<file path="src/rtl/ddr_pi_code_ramp.sv">
// PI code ramp controller: walks the registered code to an accepted target one LSB per step
// along the shortest path around the phase circle, so the decoder never sees phase jumps.
module ddr_pi_code_ramp #(
  parameter int unsigned CWIDTH = 6,
  parameter int unsigned DWIDTH = 4
) (
  input  logic              i_clk,
  input  logic              i_rst,
  input  logic              i_en,
  input  logic              i_bypass,
  input  logic [DWIDTH-1:0] i_step_dly,
  input  logic              i_target_vld,
  input  logic [CWIDTH-1:0] i_target_code,
  output logic              o_target_rdy,
  output logic [CWIDTH-1:0] o_code_bin,
  output logic              o_busy,
  output logic              o_done
);

  localparam logic [CWIDTH-1:0] Half = CWIDTH'(1) << (CWIDTH - 1);

  typedef enum logic [0:0] {StIdle, StRamp} state_e;

  state_e              state_q, state_d;
  logic [CWIDTH-1:0]   code_q, code_d;
  logic [CWIDTH-1:0]   tgt_q, tgt_d;
  logic [DWIDTH-1:0]   cnt_q, cnt_d;
  logic                done_q, done_d;
  logic                busy_q;

  logic                accept;
  logic [CWIDTH-1:0]   diff;
  logic                step_up;
  logic [CWIDTH-1:0]   code_step;

  assign o_target_rdy = (state_q == StIdle) & i_en;
  assign accept       = i_target_vld & o_target_rdy;

  // Forward distance around the circle; a half-circle tie resolves upward.
  assign diff      = tgt_q - code_q;
  assign step_up   = (diff <= Half);
  assign code_step = step_up ? (code_q + CWIDTH'(1)) : (code_q - CWIDTH'(1));

  always_comb begin
    state_d = state_q;
    code_d  = code_q;
    tgt_d   = tgt_q;
    cnt_d   = cnt_q;
    done_d  = 1'b0;
    if (!i_en) begin
      // Abort: code holds where it is, pending target is dropped.
      state_d = StIdle;
      tgt_d   = code_q;
    end else begin
      unique case (state_q)
        StIdle: begin
          if (accept) begin
            tgt_d = i_target_code;
            cnt_d = i_step_dly;
            if (i_bypass) begin
              code_d = i_target_code;
              done_d = 1'b1;
            end else if (i_target_code == code_q) begin
              done_d = 1'b1;
            end else begin
              state_d = StRamp;
            end
          end
        end
        StRamp: begin
          if (cnt_q != '0) begin
            cnt_d = cnt_q - DWIDTH'(1);
          end else begin
            code_d = code_step;
            cnt_d  = i_step_dly;
            if (code_step == tgt_q) begin
              state_d = StIdle;
              done_d  = 1'b1;
            end
          end
        end
        default: state_d = StIdle;
      endcase
    end
  end

  always_ff @(posedge i_clk or posedge i_rst) begin
    if (i_rst) begin
      state_q <= StIdle;
      code_q  <= '0;
      tgt_q   <= '0;
      cnt_q   <= '0;
      done_q  <= 1'b0;
      busy_q  <= 1'b0;
    end else begin
      state_q <= state_d;
      code_q  <= code_d;
      tgt_q   <= tgt_d;
      cnt_q   <= cnt_d;
      done_q  <= done_d;
      busy_q  <= (state_d == StRamp);
    end
  end

  assign o_code_bin = code_q;
  assign o_busy     = busy_q;
  assign o_done     = done_q;

  // Completion and ramping are mutually exclusive.
  done_not_busy_a : assert property (@(posedge i_clk) disable iff (i_rst) !(o_done && o_busy));

endmodule

</file>
<file path="config.mk">
export PLATFORM = sky130hd
export DESIGN_NAME = ddr_pi_code_ramp
export DESIGN_NICKNAME = d
export VERILOG_FILES = /design/src/rtl/ddr_pi_code_ramp.sv
export SDC_FILE = /design/constraint.sdc
export NUM_CORES = 1
export LEC_CHECK = 0
export ABC_AREA = 1
export CORE_UTILIZATION = 49
export CTS_CLUSTER_DIAMETER = 30
export DETAILED_ROUTE_END_ITERATION = 12
export PLACE_DENSITY = 0.77
export SLEW_MARGIN = 20
export SYNTH_ARGS = -nofsm -noshare
export SYNTH_HDL_FRONTEND = slang
export SYNTH_SLANG_ARGS = --single-unit
</file>
<file path="constraint.sdc">
create_clock -name i_clk -period 3.4 [get_ports i_clk]
set_clock_uncertainty 0.15 [all_clocks]
set_input_delay 0.68 -clock i_clk [delete_from_list [all_inputs] [get_ports i_clk]]
set_output_delay 0.68 -clock i_clk [all_outputs]
set_load 0.005 [all_outputs]
</file>
# After elaboration in Yosys (flattened, before gate mapping)
# Index checks and enable logic that the tools add are counted.
[totals] output_inout_bits=9 reg_bits=18 elab_cells=49
[classes] reduce_logical=4 n_eq_ne=7 addsub=4 bitwise_logic=3 n_mux=25 order_cmp=1
[op_table] cell="two-way mux 6 bit" n=7
[op_table] cell="equality test 6 bit" n=2
[op_table] cell="two-way mux 1 bit" n=12
[op_table] cell="case mux 6 bit (2 select lines)" n=1
[op_table] cell="two-way mux 4 bit" n=2
[op_table] cell="inequality test 2 bit, second input constant" n=4
[op_table] cell="case mux 4 bit (2 select lines)" n=1
[op_table] cell="adder 6 x 1 -> 6 bit, second input constant" n=1
[op_table] cell="less-or-equal comparator 6 bit, second input constant" n=1
[op_table] cell="subtractor 6 x 1 -> 6 bit, second input constant" n=1
[op_table] cell="subtractor 6 bit" n=1
[op_table] cell="case mux 1 bit (2 select lines)" n=2
[op_table] cell="AND reduction 2 bit" n=2
[op_table] cell="AND reduction 4 bit" n=1
[op_table] cell="nonzero test 4 bit" n=1
[op_table] cell="subtractor 4 x 1 -> 4 bit, second input constant" n=1
[op_table] cell="AND 1 bit" n=2
[op_table] cell="inequality test 2 x 1 -> 1 bit, second input constant" n=1
[op_table] cell="inverter 1 bit" n=1

# Logic depth before layout (Yosys ltp)
# Gate-level depths: netlist (run 1).
[depth] word_depth=8 depth_mapped=25

# Worst setup path before layout (run 1)
# Ideal clock, no wire load.
[synth_timing] path_kind="register to register" from="register code_q[0], in the netlist o_code_bin[0]" to="register done_q, in the netlist o_done" arrival_time_ns=2.946 path_buffers=0 stages_incl_launch_ff=21 setup_slack_ns=0.240 setup_ns=0.065 t_required_ns=3.185 cell_sequence="dfrtp_1 ha_1 fa_1 inv_1 nand3_1 nand3_1 nand2_1 nor2_1 nand2_1 nand2_1 inv_1 fa_1 nor2_1 nor2_1 nand2_1 nor3_1 nand3_1 nor2_2 nand3_2 nand2_2 o21a_1"
[synth_between] elab_chain_len=8 elab_cells_between_ends=14 classes_between="3 x add/sub; 1 x order compare; 2 x eq/ne; 8 x mux"
[synth_lines] item="start: declaration" line="25" source="logic [CWIDTH-1:0] code_q, code_d;"
[synth_lines] item="start signal: assignment" line="97" source="code_q <= code_d;"
[synth_lines] item="subtractor 6 bit" line="40" source="assign diff = tgt_q - code_q;"
[synth_lines] item="less-or-equal comparator 6 bit" line="41" source="assign step_up = (diff <= Half);"
[synth_lines] item="two-way mux 6 bit" line="42" source="assign code_step = step_up ? (code_q + CWIDTH'(1)) : (code_q - CWIDTH'(1));"
[synth_lines] item="equality test 6 bit" line="76" source="if (code_step == tgt_q) begin"
[synth_lines] item="two-way mux 1 bit" line="76"
[synth_lines] item="two-way mux 1 bit" line="71" source="if (cnt_q != '0) begin"
[synth_lines] item="case mux 1 bit (2 select lines) *" line="55" source="unique case (state_q)"
[synth_lines] item="two-way mux 1 bit *" line="50" source="if (!i_en) begin"
[synth_lines] item="via done_d" line="28" source="logic done_q, done_d;"
[synth_lines] item="end signal: assignment" line="100" source="done_q <= done_d;"
[synth_lines] item="end: declaration" line="28"
# Mark *: on every way through the listed nets, which the timed path passes. The rest lies on a longest branch.
# A chain may end at the register's enable or synchronous reset.

# Worst setup path after layout (run 1)
[layout_timing] from="register tgt_q[0]" to="register done_q, in the netlist o_done"
[layout_between] elab_chain_len=8
[layout_lines] item="start: declaration" line="26" source="logic [CWIDTH-1:0] tgt_q, tgt_d;"
[layout_lines] item="start signal: assignment" line="98" source="tgt_q <= tgt_d;"
[layout_lines] item="subtractor 6 bit" line="40"
[layout_lines] item="less-or-equal comparator 6 bit" line="41"
[layout_lines] item="two-way mux 6 bit" line="42"
[layout_lines] item="equality test 6 bit *" line="76"
[layout_lines] item="two-way mux 1 bit *" line="76"
[layout_lines] item="two-way mux 1 bit *" line="71"
[layout_lines] item="case mux 1 bit (2 select lines) *" line="55"
[layout_lines] item="two-way mux 1 bit *" line="50"
[layout_lines] item="via done_d" line="28"
# Marked as above.

==> impl_metrics.csv, run 1 <==
group,metric,value,unit
critical_path,total_number_of_cells_along_the_worst_setup_path,24,
global_route,gr-total-overflow,0,
place,detailed_placer_s_ending_hpwl,3003,µm
finish,layout-drive-gt1-share,0.1602,
critical_path,path_class,"flop to flop",
drt,detail-route-antenna-nets,0,
drt,detailedRoute.firstIterationViolations,70,
power,leakagePower,0.9514,nW
global_route,grt_pass1_wl,6203,µm
timing,timing.final.max_slew_violations,0,
critical_path,required,3.45,ns
synth,synth_top_area_frac,0.2899,
timing,setup-violations-final,0,
synth,ys_ff_latch,18,
synth,synth.net_count,253,
worst_hold_path,holdCritPathClass,"flop to flop",
global_route,grtUsageTotal,0.2461,
place,routabilityCongestion,0.8714,
critical_path,path_buf_inv,5,
clock_network,cts_hold_buffers,0,
outcome,run_status,"finished clean",
drt,routed_wirelength,3874,µm
synth,ys_seq_area_frac,0.2899,
clock_network,clock_latency_reported_for_the_late_side_of_the_worst_skew_pair,0.30,ns
die,floorplan.die.width,58.32,µm
clock_network,tritoncts_num_sinks,18,
synth,yosys_warnings,0,
critical_path,endpoint_kind,"flop",
clock_network,inserted_clock_buffers,3,
critical_path,worstPathCellList,"inv_2, ha_4, fa_2, inv_2, nand3_2, a21oi_1, nor2_1, nand2_1, nand2_2, inv_4, ha_1, nand2_1, clkinv_1, nand3_1, nand3_1, nand2_1, nand2_2, inv_1, nand3_1, nand2_1, nand2_1, nand3_2, nand2_2, o21a_1",
clock_network,cts.clk_slew.worst_paths,0.12,ns
drt,via_count,1553,
die,core_region,3028,µm²
clock_network,cts_root_buf,"sky130_fd_sc_hd__clkbuf_4",
clock_network,h-tree-depth,1,
synth,synthFlopType,"sky130_fd_sc_hd__dfrtp_1",
synth,post_synth_num_cell_types,29,
finish,antenna_cells,0,
global_route,grt_start_max_net_pins,19,
critical_path,crit_path_slowest_cell,"sky130_fd_sc_hd__dfrtp_1",
synth,synthesis.area_per_instance,6.876,µm²
die,pin_count,24,
timing,slew_headroom,0.5189,
finish,layout.nets,284,
die,rows,20,
critical_path,reg2regPathDepth,24,
critical_path,timing.rr.end,"o_done",
critical_path,critPathMaxFanout,5,
timing,upper_clock_frequency_limit,309.3,MHz
clock_network,cts_tree,"built",
drt,avgRoutedWirePerCell,12.91,µm
critical_path,crit_family,"simple AND/OR/NAND/NOR gates",
drt,firstDrtPassIters,4,
critical_path,worstSetupStartpoint,"tgt_q[0]",
synth,synth_area,1554,µm²
timing,setup_repair_after_global_routing_missed_its_margin,"true",
drt,drcViolationCount,0,
synth,synth_async_sr_flop_share,1.000,
critical_path,worst_flop_to_flop_path_startpoint,"tgt_q[0]",
timing,min_setup_slack_post_route,0.1666,ns
timing,final.period_utilization,0.9510,
die,area_enclosed_by_the_die_boundary,3401,µm²
place,dp_slack,0.06385,ns
synth,ys_top_cells_by_area,"sky130_fd_sc_hd__dfrtp_1, sky130_fd_sc_hd__nand2_1, sky130_fd_sc_hd__inv_1",
critical_path,critical_path.startpoint_type,"flop",
global_route,vias_in_the_first_global_route,1371,
critical_path,timing.critical_path.to,"o_done",
timing,fin_crit,3.233,ns
synth,syn-instance-count,226,
clock_network,cts_max_path_buffers,2,
synth,synth_enable_flop_cells,0,
timing,finalHoldViolCount,0,
die,floorplan.initialDensity,0.5132,
synth,synth_top_area_cell,"sky130_fd_sc_hd__dfrtp_1",
timing,tightestPinTransition,0.7208,ns
critical_path,critical_path_arrival,3.28,ns
power,power.ir.vdd_worst,0.3943,mV
critical_path,critical-path-max-stage-delay,0.40,ns
die,die_h,58.32,µm
job,max_cap_violations,0,
finish,synthToLayoutAreaGrowth,26.17,%
global_route,number_of_antenna_violations_at_the_first_check_in_global_routing,0,
finish,num-fill-cells,281,
drt,routed_via_density,5.177,
critical_path,crit_top_cell,"sky130_fd_sc_hd__nand2_1",
place,io_buffers,23,
power,finalPower,0.002127,W
critical_path,setup.reg_to_reg.worst_slack,0.17,ns
power,power_density,1085,nW/µm²
==> metrics by stage <==
step | cells | hold slack, ns | TNS [ns] | utilization | area (µm²)
after floorplan | 226 | 0.3090 | 0 | - | 1554
after global placement | 292 | 0.3452 | 0 | 0.6050 | 1832
after detailed placement | 292 | 0.3593 | 0 | 0.6050 | 1832
after CTS | 296 | 0.3883 | 0 | 0.6169 | 1868
after global routing | 300 | 0.4116 | -0.1119 | 0.6475 | 1961
final | 300 | 0.3904 | 0 | 0.6475 | 1961
==> synth_stat cells, drive strengths merged (2+ instances only) <==
| cell | n |
|---|---|
| dfrtp | 18 |
| o221ai | 6 |
| nand4 | 2 |
| nor2 | 23 |
| xor2 | 3 |
| buf | 3 |
| nand2 | 55 |
| o22ai | 2 |
| o211ai | 4 |
| ha | 10 |
| nor4 | 3 |
| nand3 | 17 |
| o21ai | 17 |
| xnor2 | 2 |
| inv | 43 |
| a21oi | 11 |
| fa | 2 |
==> sequential cells by signal, indices dropped and copies added (netlist names) <==
| register | cells |
|---|---|
| o_code_bin | 6 |
| o_busy | 1 |
| o_done | 1 |
| cnt_q | 4 |
| tgt_q | 6 |
==> cell type report <==
type                    count  area, µm²  area share
multi-input cells         161      972.2      0.4959
inverters                  44      167.7     0.08551
repair buffers             29      275.3      0.1404
flip-flops and latches     18      454.2      0.2317
well taps                  44      55.05     0.02808
clock buffers               4      36.28     0.01851
==> worst min path at each step <==
stage                  start        to  slack, ns  cells after the start
floorplan           tgt_q[0]  tgt_q[0]       0.31                      2
global placement    tgt_q[0]  tgt_q[0]       0.35                      2
detailed placement  tgt_q[1]  tgt_q[1]       0.36                      2
CTS                 tgt_q[1]  tgt_q[1]       0.39                      2
global route        tgt_q[1]  tgt_q[1]       0.41                      2
finish              tgt_q[1]  tgt_q[1]       0.39                      2
==> worst register-to-register path, stage by stage (launching register included) <==
cell	delay (ns)
sky130_fd_sc_hd__dfrtp_1	0.40
sky130_fd_sc_hd__inv_2	0.06
sky130_fd_sc_hd__ha_4	0.16
sky130_fd_sc_hd__fa_2	0.37
sky130_fd_sc_hd__inv_2	0.06
sky130_fd_sc_hd__nand3_2	0.07
sky130_fd_sc_hd__a21oi_1	0.20
sky130_fd_sc_hd__nor2_1	0.07
sky130_fd_sc_hd__nand2_1	0.09
sky130_fd_sc_hd__nand2_2	0.09
sky130_fd_sc_hd__inv_4	0.10
sky130_fd_sc_hd__ha_1	0.27
sky130_fd_sc_hd__nand2_1	0.08
sky130_fd_sc_hd__clkinv_1	0.07
sky130_fd_sc_hd__nand3_1	0.10
sky130_fd_sc_hd__nand3_1	0.08
sky130_fd_sc_hd__nand2_1	0.08
sky130_fd_sc_hd__nand2_2	0.06
sky130_fd_sc_hd__inv_1	0.05
sky130_fd_sc_hd__nand3_1	0.11
sky130_fd_sc_hd__nand2_1	0.09
sky130_fd_sc_hd__nand2_1	0.06
sky130_fd_sc_hd__nand3_2	0.08
sky130_fd_sc_hd__nand2_2	0.06
sky130_fd_sc_hd__o21a_1	0.13
==> cell families after synthesis <==
kind of cell / share of synthesized area
adder cells (fa/ha/maj): 0.1063
AO/OA/AOI/OAI: 0.1586
flip-flops: 0.2899
XOR/XNOR: 0.03302
AND/OR/NAND/NOR: 0.2915
buffers and inverters: 0.1208
==> placed cells by master (no fill, tap or decap), drive strengths merged <==
master         synthesis  routed
nand2                 55      55
inv                   43      43
clkdlybuf4s50          0      23
nor2                  23      23
dfrtp                 18      18
o21ai                 17      17
nand3                 17      17
a21oi                 11      11
ha                    10      10
o221ai                 6       6
buf                    3       6
o211ai                 4       4
clkbuf                 0       4
nor4                   3       3
xor2                   3       3
o22ai                  2       2
xnor2                  2       2
nand4                  2       2
fa                     2       2
clkinv                 1       1
nor3                   1       1
nand3b                 1       1
or2                    1       1
o21a                   1       1
==> timing repair <==
item,in CTS,in global routing
resized for setup,0,19
setup buffers,0,4
endpoints found under the setup margin,0,4
==> where the power goes <==
group	switching, W	internal, W
Sequential	0.0000816	0.000280
Combinational	0.000951	0.000675
Clock	0.0000739	0.0000652
==> layer usage <==
| metal | up-vias | part of all wire | global-route usage |
|---|---|---|---|
| li1 | 792 | - | - |
| met1 | 702 | 0.44 | 0.3423 |
| met2 | 53 | 0.48 | 0.4072 |
| met3 | 6 | 0.060 | 0.02637 |
| met4 | 0 | 0.015 | 0.07483 |
| met5 | - | 0 | 0 |
(Power assumes the default switching activity.)
==> run 2: changes to the inputs <==
--- a/config.mk
+++ b/config.mk
@@ -6,6 +6,7 @@
 export NUM_CORES = 1
 export LEC_CHECK = 0
 export ABC_AREA = 1
+export ABC_CLOCK_PERIOD_IN_PS = 3400
 export CORE_UTILIZATION = 49
 export CTS_CLUSTER_DIAMETER = 30
 export DETAILED_ROUTE_END_ITERATION = 12
==> results of run 2 <==
No change in the layout: final DEF, timing and power equal those of run 1.
==> run 3: changes to the inputs <==
--- a/config.mk
+++ b/config.mk
@@ -7,9 +7,11 @@
 export LEC_CHECK = 0
 export ABC_AREA = 1
 export ABC_CLOCK_PERIOD_IN_PS = 3400
+export CORE_MARGIN = 2
 export CORE_UTILIZATION = 49
 export CTS_CLUSTER_DIAMETER = 30
 export DETAILED_ROUTE_END_ITERATION = 12
+export GPL_ROUTABILITY_DRIVEN = 0
 export PLACE_DENSITY = 0.77
 export SLEW_MARGIN = 20
 export SYNTH_ARGS = -nofsm -noshare
==> constraint.sdc (replaced) <==
create_clock -name i_clk -period 3.4 [get_ports i_clk]
set_clock_uncertainty 0.15 [all_clocks]
set_input_delay 1.02 -clock i_clk [delete_from_list [all_inputs] [get_ports i_clk]]
set_output_delay 1.02 -clock i_clk [all_outputs]
set_load 0.005 [all_outputs]
==> run 3 against run 2 <==
Setup slack got worse by 0.12 ns. Clock power fell by 23%. Sequential share of layout area fell by 0.21 points. Critical path depth fell by 20. Clock-buffer cell count fell by 1. Fmax fell by 3.5%. Design area barely moved. Via count rose by 1.2%.
==> impl_metrics.csv, run 3 (synthesized netlist as in run 1, its figures left out) <==
group,metric,value,unit
drt,routed.top_layer,"met4",
power,power_density,1077,nW/µm²
timing,finalHoldViolCount,0,
clock_network,tritoncts_num_sinks,18,
critical_path,required,2.23,ns
die,area_enclosed_by_the_die_boundary,3638,µm²
global_route,vias_in_the_first_global_route,1439,
timing,tightestPinTransition,0.6995,ns
timing,final.period_utilization,0.9850,
global_route,gr-total-overflow,0,
critical_path,critical_path_arrival,2.18,ns
timing,fin_crit,3.349,ns
power,leakagePower,0.9581,nW
critical_path,critPathMaxFanout,3,
clock_network,cts_tree,"built",
global_route,number_of_antenna_violations_at_the_first_check_in_global_routing,0,
finish,synthToLayoutAreaGrowth,26.25,%
outcome,run_status,"finished clean",
drt,drcViolationCount,0,
drt,firstDrtPassIters,4,
timing,upper_clock_frequency_limit,298.6,MHz
finish,layout-drive-gt1-share,0.1440,
clock_network,cts_max_path_buffers,2,
die,rows,20,
clock_network,cts.clk_slew.worst_paths,0.10,ns
worst_hold_path,holdCritPathClass,"flop to flop",
critical_path,path_class,"primary input to primary output",
clock_network,inserted_clock_buffers,3,
worst_hold_path,timing.hold.worst.start,"tgt_q[0]",
die,die_h,60.32,µm
finish,layout.cells.most_common,"sky130_fd_sc_hd__nand2_1",
drt,detailedRoute.firstIterationViolations,97,
power,power.ir.vdd_worst,0.3438,mV
drt,detailroute.wirelength.met3,221,µm
finish,most-common-layout-cells,"sky130_fd_sc_hd__nand2_1, sky130_fd_sc_hd__inv_1, sky130_fd_sc_hd__clkdlybuf4s50_1",
clock_network,cts_root_buf,"sky130_fd_sc_hd__clkbuf_4",
critical_path,endpoint_kind,"primary output",
finish,antenna_cells,0,
clock_network,clock_latency_reported_for_the_late_side_of_the_worst_skew_pair,0.29,ns
finish,layout.cells.non_filler,301,
drt,met2_wirelength,1895,µm
critical_path,critical_path.startpoint_type,"primary input",
global_route,grt_pass1_wl,6237,µm
place,detailed_placer_s_ending_hpwl,2964,µm
global_route,grt_start_max_net_pins,19,
clock_network,h-tree-depth,1,
place,dp_cells,297,
drt,routed_wirelength,3757,µm
timing,timing.final.max_slew_violations,0,
global_route,grtUsageTotal,0.2305,
job,max_cap_violations,0,
power,finalPower,0.002113,W
drt,detail-route-antenna-nets,0,
timing,setup_repair_after_global_routing_missed_its_margin,"true",
die,floorplan.die.width,60.32,µm
drt,routed_via_density,5.223,
finish,layout.nets,286,
timing,hold_slack,0.3821,ns
timing,slew_headroom,0.5331,
timing,setup-violations-final,0,
critical_path,worst_flop_to_flop_path_startpoint,"o_code_bin[0]",
finish,post-route-util,0.6479,
drt,via_count,1572,
place,io_buffers,23,
drt,avgRoutedWirePerCell,12.48,µm
die,core_region,3028,µm²
die,floorplan.initialDensity,0.5132,
drt,route.layer.met1.wl,1599,µm
die,pin_count,24,
critical_path,worstSetupStartpoint,"i_en",
run 3: worst max-delay path, cell delays in order:
cell	delay (ns)
sky130_fd_sc_hd__clkdlybuf4s50_1	0.50
sky130_fd_sc_hd__inv_2	0.06
sky130_fd_sc_hd__nor2_2	0.09
sky130_fd_sc_hd__clkdlybuf4s50_1	0.51
run 3: metal layers:
layer / global-route usage / up-vias
met4: 0.08254 / 0
met1: 0.3082 / 725
met5: 0 / -
met3: 0.01515 / 6
li1: - / 799
met2: 0.3929 / 42
run 3: worst paths after layout:
| kind | slack, ns | end | depth (start not counted) |
|---|---|---|---|
| min in group asynchronous | 0.98 | o_code_bin[1] | 2 |
| setup / recovery | 0.05 | o_target_rdy | 4 |
| hold / removal | 0.38 | tgt_q[0] | 2 |
| max in group asynchronous | 1.68 | o_code_bin[2] | 2 |
| setup reg to reg | 0.15 | o_done | 18 |
| hold reg to reg | 0.38 | tgt_q[0] | 2 |
run 3: what timing repair did:
| item | CTS | global route |
|---|---|---|
| setup buffers | 0 | 1 |
| pin swaps | 1 | 10 |
| setup endpoints to repair | 2 | 3 |
| hold buffers | 0 | 0 |
| gates resized for setup | 3 | 11 |
run 3: where the power goes:
group,internal (W),switching [W]
Clock,0.0000413,0.0000655
Sequential,0.000276,0.0000601
Combinational,0.000710,0.000960
Total,0.00103,0.00109
run 3: through the flow:
step | setup slack (ns) | TNS [ns] | cell area (µm²)
floorplan | 0.2397 | 0 | 1554
global placement | 0.05934 | 0 | 1869
detailed placement | -0.04742 | -0.07829 | 1869
CTS | 0.04439 | 0 | 1899
global route | -0.06727 | -0.1087 | 1962
finish | 0.05088 | 0 | 1962
run 3: area by class of cell:
class / count / area [µm²]
sequential: 18 / 450.4
fill: 285 / 1066
multi-input combinational: 161 / 975.9
tap: 44 / 55.05
clock buffer: 3 / 22.52
timing repair buffer: 31 / 290.3
inverter: 44 / 167.7
==> variant: new RTL, flow settings as in run 2 <==
Set the parameter `CWIDTH` to 5 (it was 6).
--- a/src/rtl/ddr_pi_code_ramp.sv
+++ b/src/rtl/ddr_pi_code_ramp.sv
@@ -3,3 +3,3 @@
 module ddr_pi_code_ramp #(
-  parameter int unsigned CWIDTH = 6,
+  parameter int unsigned CWIDTH = 5,
   parameter int unsigned DWIDTH = 4
Interface: changed (resized i_target_code and o_code_bin); port bits go from 24 to 22. No check against the original RTL was run, so the function may have changed too.
==> variant against run 2 <==
  * Design area shrank 20%
  * Global-route usage grew 0.15 points
  * Setup slack gained 0.10 ns
  * Wire length shrank 18%
  * Sequential cell count shrank 2
  * Area after synthesis shrank 18%
  * Highest routed layer unchanged
Power is not compared: it rests on default switching activity, and its combinational part moved more than twofold at a synthesized area within 25%.
==> variant: results (changes against run 2) <==
{
  "first_pass_iters": {"value": 5, "change": "+1"},
  "postCtsResizedCells": {"value": 0, "change": "unchanged"},
  "arrival_time_of_the_worst_setup_path": {"value": 3.21, "unit": "ns", "change": "-0.07 ns"},
  "number_of_global_route_vias_before_repair": {"value": 1166, "change": "-15%"},
  "post-cts-setup-buffer-count": {"value": 0, "change": "unchanged"},
  "grt_max_degree": {"value": 17, "change": "-2"},
  "synth_common_cells": {"value": "nand2_1, inv_1, dfrtp_1, nor2_1, nand3_1"},
  "worst_hold_path.endpoint": {"value": "cnt_q[0]"},
  "drt_iter0_markers": {"value": 56, "change": "-20%"},
  "netlist-cell-type-count": {"value": 26, "change": "-10%"},
  "number_of_instances_in_the_placed_design": {"value": 226, "change": "-23%"},
  "most_area_consuming_cells_after_synthesis": {"value": "dfrtp_1, nand2_1, ha_1"},
  "holdCritStartpoint": {"value": "cnt_q[0]"},
  "cpPeakStageDelay": {"value": 0.43, "unit": "ns", "change": "+0.03 ns"},
  "critical_path.max_fanout": {"value": 6, "change": "+1"},
  "hold_slack": {"value": 0.398, "unit": "ns", "change": "+0.00733 ns"},
  "final_min_period_over_clock_period": {"value": 92.1, "unit": "%", "change": "-3.0 points"},
  "r2r_slack": {"value": 0.27, "unit": "ns", "change": "+0.10 ns"},
  "status": {"value": "completed"},
  "synth_top_flop_cell": {"value": "dfrtp_1"},
  "worst_slew_margin_rel": {"value": 57.9, "unit": "%", "change": "+6.0 points"},
  "synthesis.nets": {"value": 200, "change": "-21%"},
  "drt-total-wl": {"value": 3160, "unit": "um", "change": "-18%"},
  "r2r-end": {"value": "o_busy"},
  "nets": {"value": 224, "change": "-21%"},
  "syn_avg_cell_area": {"value": 7.20, "unit": "um^2", "change": "+4.7%"},
  "clock-root-buffer": {"value": "clkbuf_4"},
  "grt_first_pass_wirelength": {"value": 5110, "unit": "um", "change": "-18%"},
  "antenna_diode_instance_count": {"value": 0, "change": "unchanged"},
  "drt-wirelength-per-cell": {"value": 13.8, "unit": "um", "change": "+6.5%"},
  "portion_of_the_post_synthesis_area_used_by_sequential_elements": {"value": 31.4, "unit": "%", "change": "+2.4 points"},
  "place_hpwl": {"value": 2520, "unit": "um", "change": "-16%"},
  "critPathSlowestCell": {"value": "dfrtp_1"},
  "routed_via_density": {"value": 5.54, "change": "+7.1%"},
  "grt_util_all_layers": {"value": 24.8, "unit": "%", "change": "+0.15 points"},
  "port_buffers": {"value": 21, "change": "-8.7%"},
  "rr_startpoint": {"value": "o_code_bin[2]"}
}
## variant: changes by cell type in the layout (fill, tap and decap cells not counted), moves of 3 or more
cell and change:
a221oi_1 +3, buf_4 -6, inv_1 -10, inv_2 -5, nand2_1 -6, nand2_2 -3, nand3_2 -4, nor2_1 -5
nor4_1 -3, o21ai_0 -6, o221ai_1 -5
## variant: worst max path at each step
| stage | startpoint | end | slack [ns] |
|---|---|---|---|
| 6_report | o_code_bin[2] | o_busy | 0.27 |
| 5_1_grt | o_code_bin[2] | o_busy | 0.02 |
| 4_1_cts | o_code_bin[2] | o_busy | 0.25 |
| 3_5_place_dp | o_code_bin[2] | o_busy | 0.29 |
| 3_3_place_gp | o_code_bin[2] | o_busy | 0.36 |
| 2_1_floorplan | o_code_bin[2] | o_busy | 0.58 |
## variant: critical path: cells and delay by family (launching register included)
kind                       cells  cell delay, ns
AOI/OAI and AO/OA              2            0.35
adders and majority gates      2            0.55
buffers and inverters          3            0.41
DFF                            1            0.43
and+or+nand+nor               13            1.18
## variant: per-layer routing
metal / vias up / GRT usage, % / wire length [um]
li1: 638 / - / -
met1: 600 / 29.6 / 1330
met2: 33 / 45.6 / 1670
met3: 4 / 2.87 / 108
met4: 0 / 7.46 / 53
met5: - / 0 / 0
## variant: stage by stage
stage / setup slack, ns / instance area [um^2] / utilization (%)
after global routing: 0.0191 / 1560 / 63.1
after global placement: 0.365 / 1510 / 61.1
after floorplan: 0.580 / 1270 / -
after CTS: 0.254 / 1550 / 62.6
final: 0.269 / 1560 / 63.1
after detailed placement: 0.286 / 1510 / 61.1
## variant: cells by family (layout without fill, tap and decap cells)
group           after synthesis  in the layout  synth area share (%)
simple gates                 79             79                  27.3
compound gates               37             37                  18.5
buf+inv                      29             52                  8.55
flops                        16             16                  31.4
fa+ha+maj                     9              9                  9.43
xor+xnor                      7              7                  4.81
## variant: power breakdown
part | internal (W) | total, W | switching, W
Combinational | 0.000342 | 0.000793 | 0.000451
Clock | 0.0000654 | 0.000134 | 0.0000689
Sequential | 0.000240 | 0.000302 | 0.0000616
Total | 0.000647 | 0.00123 | 0.000582
## variant: cell type report
class | instances | area (um^2)
fill | 240 | 913
multi-input combinational | 132 | 777
sequential | 16 | 402
timing repair buffer | 21 | 210
inverter | 27 | 101
tap | 30 | 37.5
clock buffer | 4 | 36.3
